File: src/rtl/epp_pkg.sv
// Shared types and constants for the EPP slave controller.
// Latency: n/a (declarations only).
// Backpressure: n/a.
package epp_pkg;

  localparam int EPP_DW = 8;
  localparam int EPP_AW = 8;

  // Read data returned to the host when the register bus never acknowledges.
  localparam logic [EPP_DW-1:0] TMO_DATA = 8'hFF;

  typedef enum logic [2:0] {
    ST_IDLE  = 3'd0,
    ST_ADR   = 3'd1,
    ST_DREQ  = 3'd2,
    ST_DWAIT = 3'd3,
    ST_HOLD  = 3'd4
  } epp_state_t;

  // Address post-increment; wraps from all-ones to zero.
  function automatic logic [EPP_AW-1:0] next_addr(input logic [EPP_AW-1:0] a);
    return a + {{(EPP_AW-1){1'b0}}, 1'b1};
  endfunction

endpackage

File: src/rtl/epp_bus_ctrl_if.sv
// EPP pin bundle plus internal register-bus signals of the EPP controller.
// Latency: n/a (wires only).
// Backpressure: host waits on EppWait; bus side completes on bus_ack or timeout.
interface epp_bus_ctrl_if;
  import epp_pkg::*;

  // Host (EPP pin) side
  logic              EppAstb;
  logic              EppDstb;
  logic              EppWr;
  logic              EppWait;
  logic [EPP_DW-1:0] EppDB_i;
  logic [EPP_DW-1:0] EppDB_o;
  logic              EppDB_oe;

  // Register bus side
  logic [EPP_AW-1:0] bus_addr;
  logic [EPP_DW-1:0] bus_wdata;
  logic              bus_we;
  logic              bus_re;
  logic [EPP_DW-1:0] bus_rdata;
  logic              bus_ack;
  logic              bus_tmo;

  // Controller view
  modport master (
    input  EppAstb, EppDstb, EppWr, EppDB_i, bus_rdata, bus_ack,
    output EppWait, EppDB_o, EppDB_oe, bus_addr, bus_wdata, bus_we, bus_re, bus_tmo
  );

  // Environment view: host pins and register responder
  modport slave (
    output EppAstb, EppDstb, EppWr, EppDB_i, bus_rdata, bus_ack,
    input  EppWait, EppDB_o, EppDB_oe, bus_addr, bus_wdata, bus_we, bus_re, bus_tmo
  );

endinterface

File: src/rtl/epp_sync.sv
// Multi-flop synchronizer for one asynchronous EPP control line.
// Latency: SYNC_STG clocks from pin to q_o.
// Backpressure: none; resets to 1 (the inactive level of the EPP strobes).
module epp_sync #(
  parameter int SYNC_STG = 2
) (
  input  logic clk,
  input  logic reset,
  input  logic d_i,
  output logic q_o
);

  logic [SYNC_STG-1:0] chain_q;

  // Shift the raw pin level through the flop chain.
  always_ff @(posedge clk) begin
    if (reset) begin
      chain_q <= '1;
    end else begin
      chain_q <= {chain_q[SYNC_STG-2:0], d_i};
    end
  end

  assign q_o = chain_q[SYNC_STG-1];

endmodule

File: src/rtl/epp_bus_ctrl.sv
// Adept2 EPP slave: decodes host address/data strobes onto an 8-bit req/ack register bus.
// Latency: EppWait rises SYNC_STG+2 clocks after an address strobe falls (data: plus ack wait).
// Backpressure: host held via EppWait; bus request held until bus_ack or TIMEOUT cycles.
// Optional build macro EPP_AUTOINC_EN: bus_addr post-increments after each data cycle.
module epp_bus_ctrl
  import epp_pkg::*;
#(
  parameter int TIMEOUT  = 16,
  parameter int SYNC_STG = 2
) (
  input  logic           clk,
  input  logic           reset,
  epp_bus_ctrl_if.master bif
);

  localparam logic [7:0] TMO_CNT = 8'(TIMEOUT);

  // Synchronized host controls
  logic astb_s;
  logic dstb_s;
  logic wr_s;

  epp_sync #(.SYNC_STG(SYNC_STG)) u_sync_astb (
    .clk   (clk),
    .reset (reset),
    .d_i   (bif.EppAstb),
    .q_o   (astb_s)
  );

  epp_sync #(.SYNC_STG(SYNC_STG)) u_sync_dstb (
    .clk   (clk),
    .reset (reset),
    .d_i   (bif.EppDstb),
    .q_o   (dstb_s)
  );

  epp_sync #(.SYNC_STG(SYNC_STG)) u_sync_wr (
    .clk   (clk),
    .reset (reset),
    .d_i   (bif.EppWr),
    .q_o   (wr_s)
  );

  epp_state_t        state_q;
  logic              wr_q;        // direction latched at decode
  logic              addr_cyc_q;  // 1: current cycle is an address cycle (Astb is the active strobe)
  logic [EPP_DW-1:0] db_q;        // pin data sampled at decode
  logic [7:0]        cnt_q;
  logic [7:0]        cnt_d;
  logic              wait_q;
  logic              oe_q;
  logic [EPP_DW-1:0] dbo_q;
  logic [EPP_AW-1:0] addr_q;
  logic [EPP_DW-1:0] wdata_q;
  logic              we_q;
  logic              re_q;
  logic              tmo_q;
  logic              strobe_rel;

  assign cnt_d      = cnt_q + 8'd1;
  // Release is judged on the strobe that started the cycle only.
  assign strobe_rel = addr_cyc_q ? astb_s : dstb_s;

  // Cycle sequencer: decode, bus request, ack/timeout wait and host handshake hold.
  always_ff @(posedge clk) begin
    if (reset) begin
      state_q    <= ST_IDLE;
      wr_q       <= 1'b0;
      addr_cyc_q <= 1'b0;
      db_q       <= '0;
      cnt_q      <= '0;
      wait_q     <= 1'b0;
      oe_q       <= 1'b0;
      dbo_q      <= '0;
      addr_q     <= '0;
      wdata_q    <= '0;
      we_q       <= 1'b0;
      re_q       <= 1'b0;
      tmo_q      <= 1'b0;
    end else begin
      tmo_q <= 1'b0;
      case (state_q)
        ST_IDLE: begin
          wr_q <= wr_s;
          db_q <= bif.EppDB_i;
          if (!astb_s) begin
            addr_cyc_q <= 1'b1;
            state_q    <= ST_ADR;
          end else if (!dstb_s) begin
            addr_cyc_q <= 1'b0;
            state_q    <= ST_DREQ;
          end
        end

        ST_ADR: begin
          if (!wr_q) begin
            addr_q <= db_q;
          end else begin
            dbo_q <= addr_q;
            oe_q  <= 1'b1;
          end
          wait_q  <= 1'b1;
          state_q <= ST_HOLD;
        end

        ST_DREQ: begin
          if (!wr_q) begin
            wdata_q <= db_q;
            we_q    <= 1'b1;
          end else begin
            re_q <= 1'b1;
          end
          cnt_q   <= '0;
          state_q <= ST_DWAIT;
        end

        ST_DWAIT: begin
          // An ack landing on the timeout cycle still completes normally.
          if (bif.bus_ack) begin
            we_q <= 1'b0;
            re_q <= 1'b0;
            if (wr_q) begin
              dbo_q <= bif.bus_rdata;
              oe_q  <= 1'b1;
            end
            wait_q  <= 1'b1;
            state_q <= ST_HOLD;
          end else if (cnt_d == TMO_CNT) begin
            we_q  <= 1'b0;
            re_q  <= 1'b0;
            tmo_q <= 1'b1;
            if (wr_q) begin
              dbo_q <= TMO_DATA;
              oe_q  <= 1'b1;
            end
            wait_q  <= 1'b1;
            state_q <= ST_HOLD;
          end else begin
            cnt_q <= cnt_d;
          end
        end

        ST_HOLD: begin
          if (strobe_rel) begin
            wait_q  <= 1'b0;
            oe_q    <= 1'b0;
            state_q <= ST_IDLE;
`ifdef EPP_AUTOINC_EN
            if (!addr_cyc_q) begin
              addr_q <= next_addr(addr_q);
            end
`else
`endif
          end
        end

        default: state_q <= ST_IDLE;
      endcase
    end
  end

  assign bif.EppWait   = wait_q;
  assign bif.EppDB_o   = dbo_q;
  assign bif.EppDB_oe  = oe_q;
  assign bif.bus_addr  = addr_q;
  assign bif.bus_wdata = wdata_q;
  assign bif.bus_we    = we_q;
  assign bif.bus_re    = re_q;
  assign bif.bus_tmo   = tmo_q;

endmodule

File: src/flat_wrapper.sv
// flat-port wrapper written by rule: the top's interface ports become plain ports
module epp_bus_ctrl_flat import epp_pkg::*;
#(
  parameter int TIMEOUT  = 16,
  parameter int SYNC_STG = 2
)
  (clk, reset, bif_EppAstb, bif_EppDstb, bif_EppWr, bif_EppDB_i, bif_bus_rdata, bif_bus_ack, bif_EppWait, bif_EppDB_o, bif_EppDB_oe, bif_bus_addr, bif_bus_wdata, bif_bus_we, bif_bus_re, bif_bus_tmo);
  epp_bus_ctrl_if bif_i ();
  input  logic clk;
  input  logic reset;
  input wire logic [$bits(bif_i.EppAstb)-1:0] bif_EppAstb;
  input wire logic [$bits(bif_i.EppDstb)-1:0] bif_EppDstb;
  input wire logic [$bits(bif_i.EppWr)-1:0] bif_EppWr;
  input wire logic [$bits(bif_i.EppDB_i)-1:0] bif_EppDB_i;
  input wire logic [$bits(bif_i.bus_rdata)-1:0] bif_bus_rdata;
  input wire logic [$bits(bif_i.bus_ack)-1:0] bif_bus_ack;
  output wire logic [$bits(bif_i.EppWait)-1:0] bif_EppWait;
  output wire logic [$bits(bif_i.EppDB_o)-1:0] bif_EppDB_o;
  output wire logic [$bits(bif_i.EppDB_oe)-1:0] bif_EppDB_oe;
  output wire logic [$bits(bif_i.bus_addr)-1:0] bif_bus_addr;
  output wire logic [$bits(bif_i.bus_wdata)-1:0] bif_bus_wdata;
  output wire logic [$bits(bif_i.bus_we)-1:0] bif_bus_we;
  output wire logic [$bits(bif_i.bus_re)-1:0] bif_bus_re;
  output wire logic [$bits(bif_i.bus_tmo)-1:0] bif_bus_tmo;
  assign bif_i.EppAstb = bif_EppAstb;
  assign bif_i.EppDstb = bif_EppDstb;
  assign bif_i.EppWr = bif_EppWr;
  assign bif_i.EppDB_i = bif_EppDB_i;
  assign bif_i.bus_rdata = bif_bus_rdata;
  assign bif_i.bus_ack = bif_bus_ack;
  assign bif_EppWait = bif_i.EppWait;
  assign bif_EppDB_o = bif_i.EppDB_o;
  assign bif_EppDB_oe = bif_i.EppDB_oe;
  assign bif_bus_addr = bif_i.bus_addr;
  assign bif_bus_wdata = bif_i.bus_wdata;
  assign bif_bus_we = bif_i.bus_we;
  assign bif_bus_re = bif_i.bus_re;
  assign bif_bus_tmo = bif_i.bus_tmo;
  epp_bus_ctrl #(.TIMEOUT(TIMEOUT), .SYNC_STG(SYNC_STG)) u_core (.clk(clk), .reset(reset), .bif(bif_i));
endmodule
File: config.mk
export PLATFORM = sky130hd
export DESIGN_NAME = epp_bus_ctrl_flat
export DESIGN_NICKNAME = d
export VERILOG_FILES = /design/src/rtl/epp_pkg.sv /design/src/rtl/epp_bus_ctrl_if.sv /design/src/rtl/epp_sync.sv /design/src/rtl/epp_bus_ctrl.sv /design/src/flat_wrapper.sv
export SDC_FILE = /design/constraint.sdc
export NUM_CORES = 1
export LEC_CHECK = 0
export ABC_AREA = 1
export BUFFER_PORTS_ARGS = -buffer_cell sky130_fd_sc_hd__buf_2
export CAP_MARGIN = 20
export CORE_MARGIN = 3
export CORE_UTILIZATION = 50
export DETAILED_ROUTE_END_ITERATION = 10
export PLACE_DENSITY = 0.74
export SYNTH_ARGS = -nofsm -noshare
export SYNTH_HDL_FRONTEND = slang
export SYNTH_SLANG_ARGS = --single-unit
File: constraint.sdc
create_clock -name clk -period 3.3 [get_ports clk]
set_input_delay 0.825 -clock clk [delete_from_list [all_inputs] [get_ports clk]]
set_output_delay 0.825 -clock clk [all_outputs]
set_load 0.02 [all_outputs]
==> results of run 1 <==
cell usage after synthesis, drive strengths merged:
| library cell | n |
|---|---|
| nand3 | 19 |
| a31oi | 1 |
| or2 | 7 |
| ha | 1 |
| dlygate4sd1 | 1 |
| o31ai | 1 |
| nor2 | 72 |
| nor3 | 3 |
| clkinv | 1 |
| nand4 | 1 |
| a21oi | 35 |
| inv | 33 |
| o21ai | 29 |
| buf | 2 |
| clkbuf | 6 |
| xor2 | 2 |
| o21a | 1 |
| dlymetal6s2s | 1 |
| nand2 | 52 |
| dfxtp | 56 |
| nor4 | 1 |
power groups by stage:
stage	registers, W	clock network (W)	logic (W)
finish	0.000845	0.000448	0.000433
global route	0.000858	0.000475	0.000492
CTS	0.000844	0.000457	0.000433
detailed placement	0.000859	0	0.000429
global placement	0.000857	0	0.000422
floorplan	0.000887	0	0.000273
critical path: stages, from the launching register on:
cell	delay, ps
dfxtp_1	380
nand2_1	70
nor2_1	130
inv_1	120
nor2_1	500
clkinv_1	420
nand3_1	180
a21oi_1	70
per-layer routing:
layer	wire [µm]	track usage (%)	vias to the layer above
li1	-	-	1133
met2	2220	29.4	74
met3	334	3.20	7
met1	2610	28.1	968
met4	59	5.34	0
met5	0	0	-
flip-flops by register name (all words and copies together), names as in the netlist:
signal and cells:
u_core.bif.bus_addr 8, u_core.addr_cyc_q 1, u_core.bif.bus_wdata 8, u_core.bif.bus_tmo 1, u_core.bif.bus_re 1, u_core.wr_q 1
u_core.bif.bus_we 1, u_core.u_sync_astb.chain_q 2, u_core.cnt_q 8, u_core.state_q 3, u_core.bif.EppDB_o 8, u_core.bif.EppWait 1
u_core.bif.EppDB_oe 1, u_core.u_sync_wr.chain_q 2, u_core.db_q 8, u_core.u_sync_dstb.chain_q 2
logic make-up (layout without fill, tap and decap cells):
group,count (synthesis),after routing
AO/OA/AOI/OAI,67,67
XOR/XNOR,2,2
adder cells (fa/ha/maj),1,1
buffers and inverters,44,93
flip-flops,56,56
AND/OR/NAND/NOR,155,155
final cells by class:
type / count / share of cell area (%)
repair buffers: 51 / 9.45
flip-flops and latches: 56 / 41.1
clock buffers: 6 / 2.66
multi-input cells: 225 / 38.3
inverters: 34 / 4.68
clock inverters: 2 / 1.42
well taps: 52 / 2.39
worst max path at each step:
stage / end / slack, ps
5_1_grt: u_core.bif.bus_wdata[6] / 1140
3_3_place_gp: u_core.bif.bus_addr[6] / 1170
6_report: u_core.bif.bus_re / 1310
4_1_cts: u_core.bif.bus_re / 1320
3_5_place_dp: u_core.bif.bus_addr[0] / 1130
2_1_floorplan: u_core.bif.EppDB_o[0] / 1680
through the flow:
| step | worst slack [ps] | cells |
|---|---|---|
| 2_1_floorplan | 1680 | 325 |
| 3_3_place_gp | 1170 | 418 |
| 3_5_place_dp | 1130 | 418 |
| 4_1_cts | 1320 | 426 |
| 5_1_grt | 1140 | 426 |
| 6_report | 1310 | 426 |
==> out/qor.yml, run 1 <==
run_status: "finished, final reports clean"
htreeDepth: 2
reg2regPathDepth: 7
globalplace.congestion: 0.853
cts_resized: 0
fin_skew_ps: 5.05
crit_arrival_ps: 2190
p_int_w: 0.00115
end_kind: "register"
dieWidth_um: 74.7
cts_buffer_depth: 2
worstSetupStartpointType: "register"
finalPower_w: 0.00173
finalHoldWorstSlack_ps: 417
drive_gt1_share_pct: 20.9
antenna_found_initial: 0
ff_latch_area_um2: 1120
leakagePower_nw: 1.27
grt_pass1_vias: 1868
fin_util_pct: 61.4
pwr-share-comb_pct: 25.1
synth_xor_area_share_pct: 1.06
synth_warnings: 0
layout_commonest_cell: "nor2_1"
yosysTopAreaCell: "dfxtp_1"
post-cts-setup-buffers: 0
cts_buffers: 5
drtAntennaViolNets: 0
fin_crit_ps: 1990
ys_types: 29
seq_area_frac_synth_pct: 47.5
placed_area_um2: 2620
synthMuxAreaShare_pct: 0
num_vias: 2182
drt_wl_total_um: 5220
synth_nets: 348
max_freq_mhz: 503
dieHeight_um: 74.7
fillers: 398
fp-row-count: 24
drt_pre_antenna_iters: 5
synth_top_family_by_area: "simple AND/OR/NAND/NOR gates"
grt_overflow_total: 0
syn_area_um2: 2360
final_design_area_no_fill_um2: 2730
synth_top_area_share_pct: 47.5
maxSlewHeadroom_pct: 41.7
ctsHoldBuffers: 0
worst-path-max-fanout: 10
rr_startpoint: "u_core.state_q[1]"
maxCapViolCount: 0
hp-start: "u_core.u_sync_dstb.chain_q[0]"
worstPathRequired_ps: 3500
path_clk_slew_ps: 100
dp_hpwl_um: 3900
port_buffers: 50
synth_compound_area_share_pct: 14.5
crit_path_start: "u_core.state_q[1]"
switching_share_pct: 33.5
hold_path.class: "register to register"
hold_path_end: "u_core.u_sync_dstb.chain_q[1]"
antennaDiodeCount: 0
r2r_setup_slack_ps: 1310
clkPwrFrac_pct: 26.0
syn-mean-instance-area_um2: 7.26
yosys.area_share.simple_pct: 28.2
rsz0062_at_grt: "false"
switchingPower_w: 0.000577
synthCells: 325
layout_common_cells: "nor2_1 (67), dfxtp_1 (56), nand2_1 (50), buf_2 (50), a21oi_1 (35)"
final_max_slew_viol_count: 0
cts_tree: "yes"
io_pins: 51
cts.sinks: 56
seq_power_share_pct: 48.9
grt_first_pass_wirelength_um: 8420
power_density_nw_per_um2: 633
min_path_cells: 1
wl_per_cell_um: 12.3
r2r_end: "u_core.bif.bus_re"
peakVddDrop_mv: 0.324
synthAdderAreaFrac_pct: 0.530
multiInputGateArea_um2: 1040
ys_seq_elements: 56
period_share_pct: 60.3
drt-initial-drc-count: 161
route.detailed.drc: 0
cts_root_buf: "clkbuf_8"
grt_max_degree: 37
core_um2: 4440
worstSetupPathType: "register to register"
setup_tns_ps: 0
setup_viol: 0
die-area_um2: 5580
detail_route.vias_per_cell: 5.12
worst_pin_slew_ps: 874
clk_latency_ps: 300
area_delta_synth_final_pct: 15.5
hold_viol_final: 0
grt.total_usage_pct: 19.2
synthTopCellsByArea: "dfxtp_1 (47%), nor2_1 (11%), nand2_1 (7.9%), a21oi_1 (7.4%), o21ai_0 (5.9%)"
nNetsFinal: 396
start_util_pct: 53.1
(Power assumes the default switching activity.)
==> run 2, diff against run 1 <==
Clock period 3.3 ns to 1.97 ns, I/O delays scaled along.
==> out/qor.yml, run 2 (same netlist as run 1, synthesis figures left out) <==
worst_pin_slew_ps: 476  # -398 ps
multiInputGateArea_um2: 1050  # +0.72%
layout_commonest_cell: "nor2_1"
layout_common_cells: "nor2_1 (67), dfxtp_1 (54), buf_2 (50), nand2_1 (49), a21oi_1 (35)"
seq_power_share_pct: 50.0  # +1.1 points
area_delta_synth_final_pct: 18.2
switching_share_pct: 35.5  # +2.1 points
drt_wl_total_um: 5320  # +1.9%
fin_crit_ps: 1730  # -263 ps
p_int_w: 0.00182  # +58%
fillers: 423  # +6.3%
max_freq_mhz: 579  # +15%
switchingPower_w: 0.00100  # +74%
globalplace.congestion: 0.819  # -4.0%
worstSetupStartpointType: "register"
antenna_found_initial: 0  # unchanged
layout.cells.non_filler: 435  # +2.1%
fin_skew_ps: 8.08  # +3.03 ps
period_share_pct: 87.6  # +27 points
finalHoldWorstSlack_ps: 348  # -68.6 ps
rsz0062_at_grt: "false"
pwr-share-comb_pct: 26.3  # +1.2 points
peakVddDrop_mv: 0.661  # +100%
leakagePower_nw: 1.30  # +2.7%
worstPathRequired_ps: 2180  # -1320 ps
dieHeight_um: 74.7  # unchanged
drive_gt1_share_pct: 23.8  # +2.9 points
grt.total_usage_pct: 20.4  # +1.1 points
io_pins: 51  # unchanged
port_buffers: 50  # unchanged
route.detailed.drc: 0  # unchanged
htreeDepth: 2  # unchanged
hold_path.class: "input pin to register"
final_max_slew_viol_count: 0  # unchanged
power_density_nw_per_um2: 1010  # +60%
detail_route.vias_per_cell: 4.99  # -2.6%
end_kind: "register"
dp_cells: 425  # +1.7%
ff_latch_area_um2: 1120  # +0.22%
cts.sinks: 56  # unchanged
nNetsFinal: 405  # +2.3%
antennaDiodeCount: 0  # unchanged
worst-path-max-fanout: 11  # +1
start_util_pct: 53.1  # unchanged
die-area_um2: 5580  # unchanged
grt_max_degree: 21  # -43%
dieWidth_um: 74.7  # unchanged
setup_viol: 0  # unchanged
setup_tns_ps: 0  # unchanged
cts_tree: "yes"
core_um2: 4440  # unchanged
num_vias: 2170  # -0.55%
drt_pre_antenna_iters: 4  # -1
drt-initial-drc-count: 97  # -40%
clkPwrFrac_pct: 23.6  # -2.4 points
dp_hpwl_um: 3980  # +2.1%
cts_buffer_depth: 2  # unchanged
ctsHoldBuffers: 0  # unchanged
cts_buffers: 5  # unchanged
run_status: "finished, final reports clean"
path_clk_slew_ps: 110  # about the same
drtAntennaViolNets: 0  # unchanged
cts_root_buf: "clkbuf_8"
grt_first_pass_wirelength_um: 8890  # +5.6%
grt_pass1_vias: 2002  # +7.2%
fp-row-count: 24  # unchanged
fin_util_pct: 62.8  # +1.4 points
hold_viol_final: 0  # unchanged
crit_arrival_ps: 1930  # -260 ps
clk_latency_ps: 310  # about the same
wl_per_cell_um: 12.2  # -0.23%
maxCapViolCount: 0  # unchanged
grt_overflow_total: 0  # unchanged
maxSlewHeadroom_pct: 68.2  # +27 points
worstSetupPathType: "register to register"
## run 2: what timing repair did
item	in CTS	in global routing
setup endpoints to repair	0	18
gates resized for setup	0	4
buffers inserted	0	2
endpoints found under the hold margin	0	0
## run 2: power groups by stage
stage          Clock [W]  Combinational [W]  Sequential (W)
6_report        0.000666           0.000743         0.00141
3_5_place_dp           0           0.000734         0.00143
2_1_floorplan          0           0.000458         0.00149
4_1_cts         0.000673           0.000738         0.00141
3_3_place_gp           0           0.000723         0.00143
5_1_grt         0.000710           0.000858         0.00143
## run 2: worst paths after layout
check	cells past startpoint	to	slack, ps	from
hold reg to reg	1	u_core.u_sync_astb.chain_q[1]	420	u_core.u_sync_astb.chain_q[0]
setup / recovery	11	u_core.bif.EppDB_oe	240	u_core.cnt_q[0]
setup reg to reg	11	u_core.bif.EppDB_oe	240	u_core.cnt_q[0]
hold / removal	2	u_core.u_sync_wr.chain_q[0]	350	bif_EppWr
## run 2: critical path, cell delays in order, from the launching register on
cell	delay (ps)
dfxtp_2	370
ha_1	180
nand3_1	130
o21ai_1	150
nand2_1	90
nor2_2	130
nand3_2	110
nand2_4	150
buf_4	140
nand2_1	60
nand2_1	60
a21oi_1	50
## run 2: through the flow
stage	area, µm²	setup slack, ps	power, W
2_1_floorplan	2360	350	0.00194
3_5_place_dp	2670	158	0.00217
3_3_place_gp	2670	218	0.00215
6_report	2790	243	0.00282
4_1_cts	2770	136	0.00282
5_1_grt	2790	0.443	0.00300
## run 2: metal layers
layer  part of all wire (%)  up-vias  global-route usage (%)  routed length (µm)
li1                       -     1155                       -                   -
met2                     43       59                    31.9                2300
met5                      0        -                       0                   0
met1                     51      952                    28.2                2700
met4                   0.75        0                    5.73                  40
met3                    5.3        4                    4.67                 280
## run 2: area by class of cell
type / count / share of cell area [%]
inverters: 34 / 4.57
repair buffers: 60 / 11.7
well taps: 52 / 2.33
flip-flops and latches: 56 / 40.3
clock buffers: 5 / 2.47
clock inverters: 3 / 0.987
multi-input cells: 225 / 37.7
==> run 3, diff against run 2 <==
Settings changed: ABC_AREA 1 to 0.
==> out/qor.yml, run 3 <==
run_status: "finished, final reports clean"
crit_arrival_ps: 2170  # +240 ps
yosysTopAreaCell: "dfxtp_1"
grt_overflow_total: 0  # unchanged
num_vias: 2123  # -2.2%
globalplace.congestion: 0.847  # +3.4%
cts_buffer_depth: 2  # unchanged
ys_types: 39  # +34%
max_freq_mhz: 519  # -10%
leakagePower_nw: 1.17  # -10%
antennaDiodeCount: 0  # unchanged
dp_hpwl_um: 3910  # -1.8%
nNetsFinal: 369  # -8.9%
synth_top_area_share_pct: 46.7  # -0.79 points
hold_viol_final: 0  # unchanged
synthArstFlopShare_pct: 0  # unchanged
route.detailed.drc: 0  # unchanged
worst_pin_slew_ps: 796  # +319 ps
dieWidth_um: 75.3  # +0.78%
drtAntennaViolNets: 0  # unchanged
synth_nets: 313  # -10%
detail_route.vias_per_cell: 5.32  # +6.7%
grt_max_degree: 45  # +110%
hold_path.class: "input pin to register"
fin_crit_ps: 1930  # +199 ps
synth.most_common_cell: "nand2_1"
finalPower_w: 0.00211  # -25%
peakVddDrop_mv: 0.500  # -24%
htreeDepth: 2  # unchanged
synth_ff_type: "dfxtp_1"
seq_area_frac_synth_pct: 46.7  # -0.79 points
fin_util_pct: 65.0  # +2.2 points
fillers: 406  # -4.0%
start_util_pct: 53.3  # +0.18 points
ys_top_cells_by_count: "nand2_1 (57), dfxtp_1 (56), a21oi_1 (32)"
power_density_nw_per_um2: 722  # -29%
period_share_pct: 97.8  # +10 points
synthTopCellsByArea: "dfxtp_1 (47%), nand2_1 (8.9%), a21oi_1 (6.7%), mux2i_1 (4.2%), nand2b_1 (3.4%)"
fp-row-count: 24  # unchanged
cts_buffers: 5  # unchanged
grt_first_pass_wirelength_um: 8700  # -2.2%
setup_viol: 0  # unchanged
r2r_setup_slack_ps: 40  # -200 ps
ctsHoldBuffers: 0  # unchanged
worstSetupStartpointType: "register"
wl_per_cell_um: 13.7  # +12%
synth_warnings: 0  # unchanged
clk_latency_ps: 310  # about the same
core_um2: 4500  # +1.4%
rsz0062_at_grt: "true"
worst-path-max-fanout: 4  # -7
end_kind: "register"
maxSlewHeadroom_pct: 46.5  # -22 points
area_delta_synth_final_pct: 21.9
layout_common_cells: "nand2_1 (57), buf_2 (50), dfxtp_1 (49), a21oi_1 (32)"
maxCapViolCount: 0  # unchanged
drt_pre_antenna_iters: 4  # unchanged
layout_commonest_cell: "nand2_1"
dieHeight_um: 75.3  # +0.78%
antenna_found_initial: 0  # unchanged
grt.total_usage_pct: 19.6  # -0.73 points
final_max_slew_viol_count: 0  # unchanged
cts_root_buf: "clkbuf_8"
synthCells: 290  # -11%
drive_gt1_share_pct: 28.2  # +4.5 points
syn-mean-instance-area_um2: 8.28  # +14%
cts_tree: "yes"
syn_area_um2: 2400  # +1.7%
worstPathRequired_ps: 2210  # +30 ps
die-area_um2: 5670  # +1.6%
cts.sinks: 56  # unchanged
path_clk_slew_ps: 90  # -20 ps
fin_skew_ps: 7.87  # -0.213 ps
synth_edf_count: 0  # unchanged
drt-initial-drc-count: 230  # +140%
io_pins: 51  # unchanged
worstSetupPathType: "register to register"
ys_seq_elements: 56  # unchanged
port_buffers: 50  # unchanged
drt_wl_total_um: 5490  # +3.1%
grt_pass1_vias: 1933  # -3.4%
-- run 3: what timing repair did --
| item | 4_1_cts | 5_1_grt |
|---|---|---|
| gates resized for setup | 1 | 13 |
| setup endpoints to repair | 8 | 8 |
| pin swaps | 1 | 0 |
| setup buffers | 0 | 0 |
-- run 3: power by group --
group          switching, W  internal [W]  leakage (nW)  total, W
Clock              0.000364      0.000254        0.0414  0.000618
Sequential        0.0000379       0.00118         0.460   0.00122
Combinational      0.000171      0.000108         0.668  0.000279
-- run 3: area by class of cell --
| type | instances | area (µm²) | share of cell area, % |
|---|---|---|---|
| multi-input combinational | 204 | 1200 | 41.0 |
| sequential | 56 | 1140 | 38.9 |
| inverter | 10 | 37.5 | 1.28 |
| tap | 52 | 65.1 | 2.22 |
| clock buffer | 6 | 72.6 | 2.48 |
| timing repair buffer | 69 | 397 | 13.6 |
| clock inverter | 2 | 16.3 | 0.556 |
-- run 3: metrics by stage --
step	hold WS, ps	TNS [ps]	instances	setup slack (ps)	area (µm²)
final	354	0	399	44.3	2930
after global routing	346	-45.7	399	-17.9	2930
after CTS	344	0	399	25.0	2880
after detailed placement	396	-105	391	-26.5	2790
after global placement	391	0	391	54.6	2790
after floorplan	389	0	290	21.4	2420
-- run 3: path summary, 6_finish.rpt --
| kind | end | depth (start not counted) | startpoint |
|---|---|---|---|
| worst min register to register | u_core.u_sync_dstb.chain_q[1] | 1 | u_core.u_sync_dstb.chain_q[0] |
| worst max-delay path | u_core.bif.EppDB_o[6] | 6 | u_core.cnt_q[1] |
| worst min-delay path | u_core.u_sync_astb.chain_q[0] | 2 | bif_EppAstb |
| worst max register to register | u_core.bif.EppDB_o[6] | 6 | u_core.cnt_q[1] |
-- run 3: kinds of logic (layout without fill, tap and decap cells) --
kind of cell	count (synthesis)	after routing	synth area share, %
fa+ha+maj	1	1	0.521
mux	10	10	4.17
buf+inv	30	87	5.16
simple gates	131	131	26.8
flops	56	56	46.7
compound gates	62	62	16.6
-- run 3: worst max-delay path, cell delays in order, from the launching register on --
cell,delay (ps)
dfxtp_4,380
ha_4,160
nand4bb_4,120
or4_4,580
a211oi_4,250
buf_4,180
mux2i_1,180
-- run 3: routing by layer --
| layer | track usage [%] | up-vias | wire length, µm |
|---|---|---|---|
| li1 | - | 1104 | - |
| met1 | 27.6 | 955 | 2550 |
| met2 | 30.5 | 60 | 2560 |
| met3 | 4.35 | 4 | 339 |
| met4 | 5.44 | 0 | 29 |
| met5 | 0 | - | 0 |
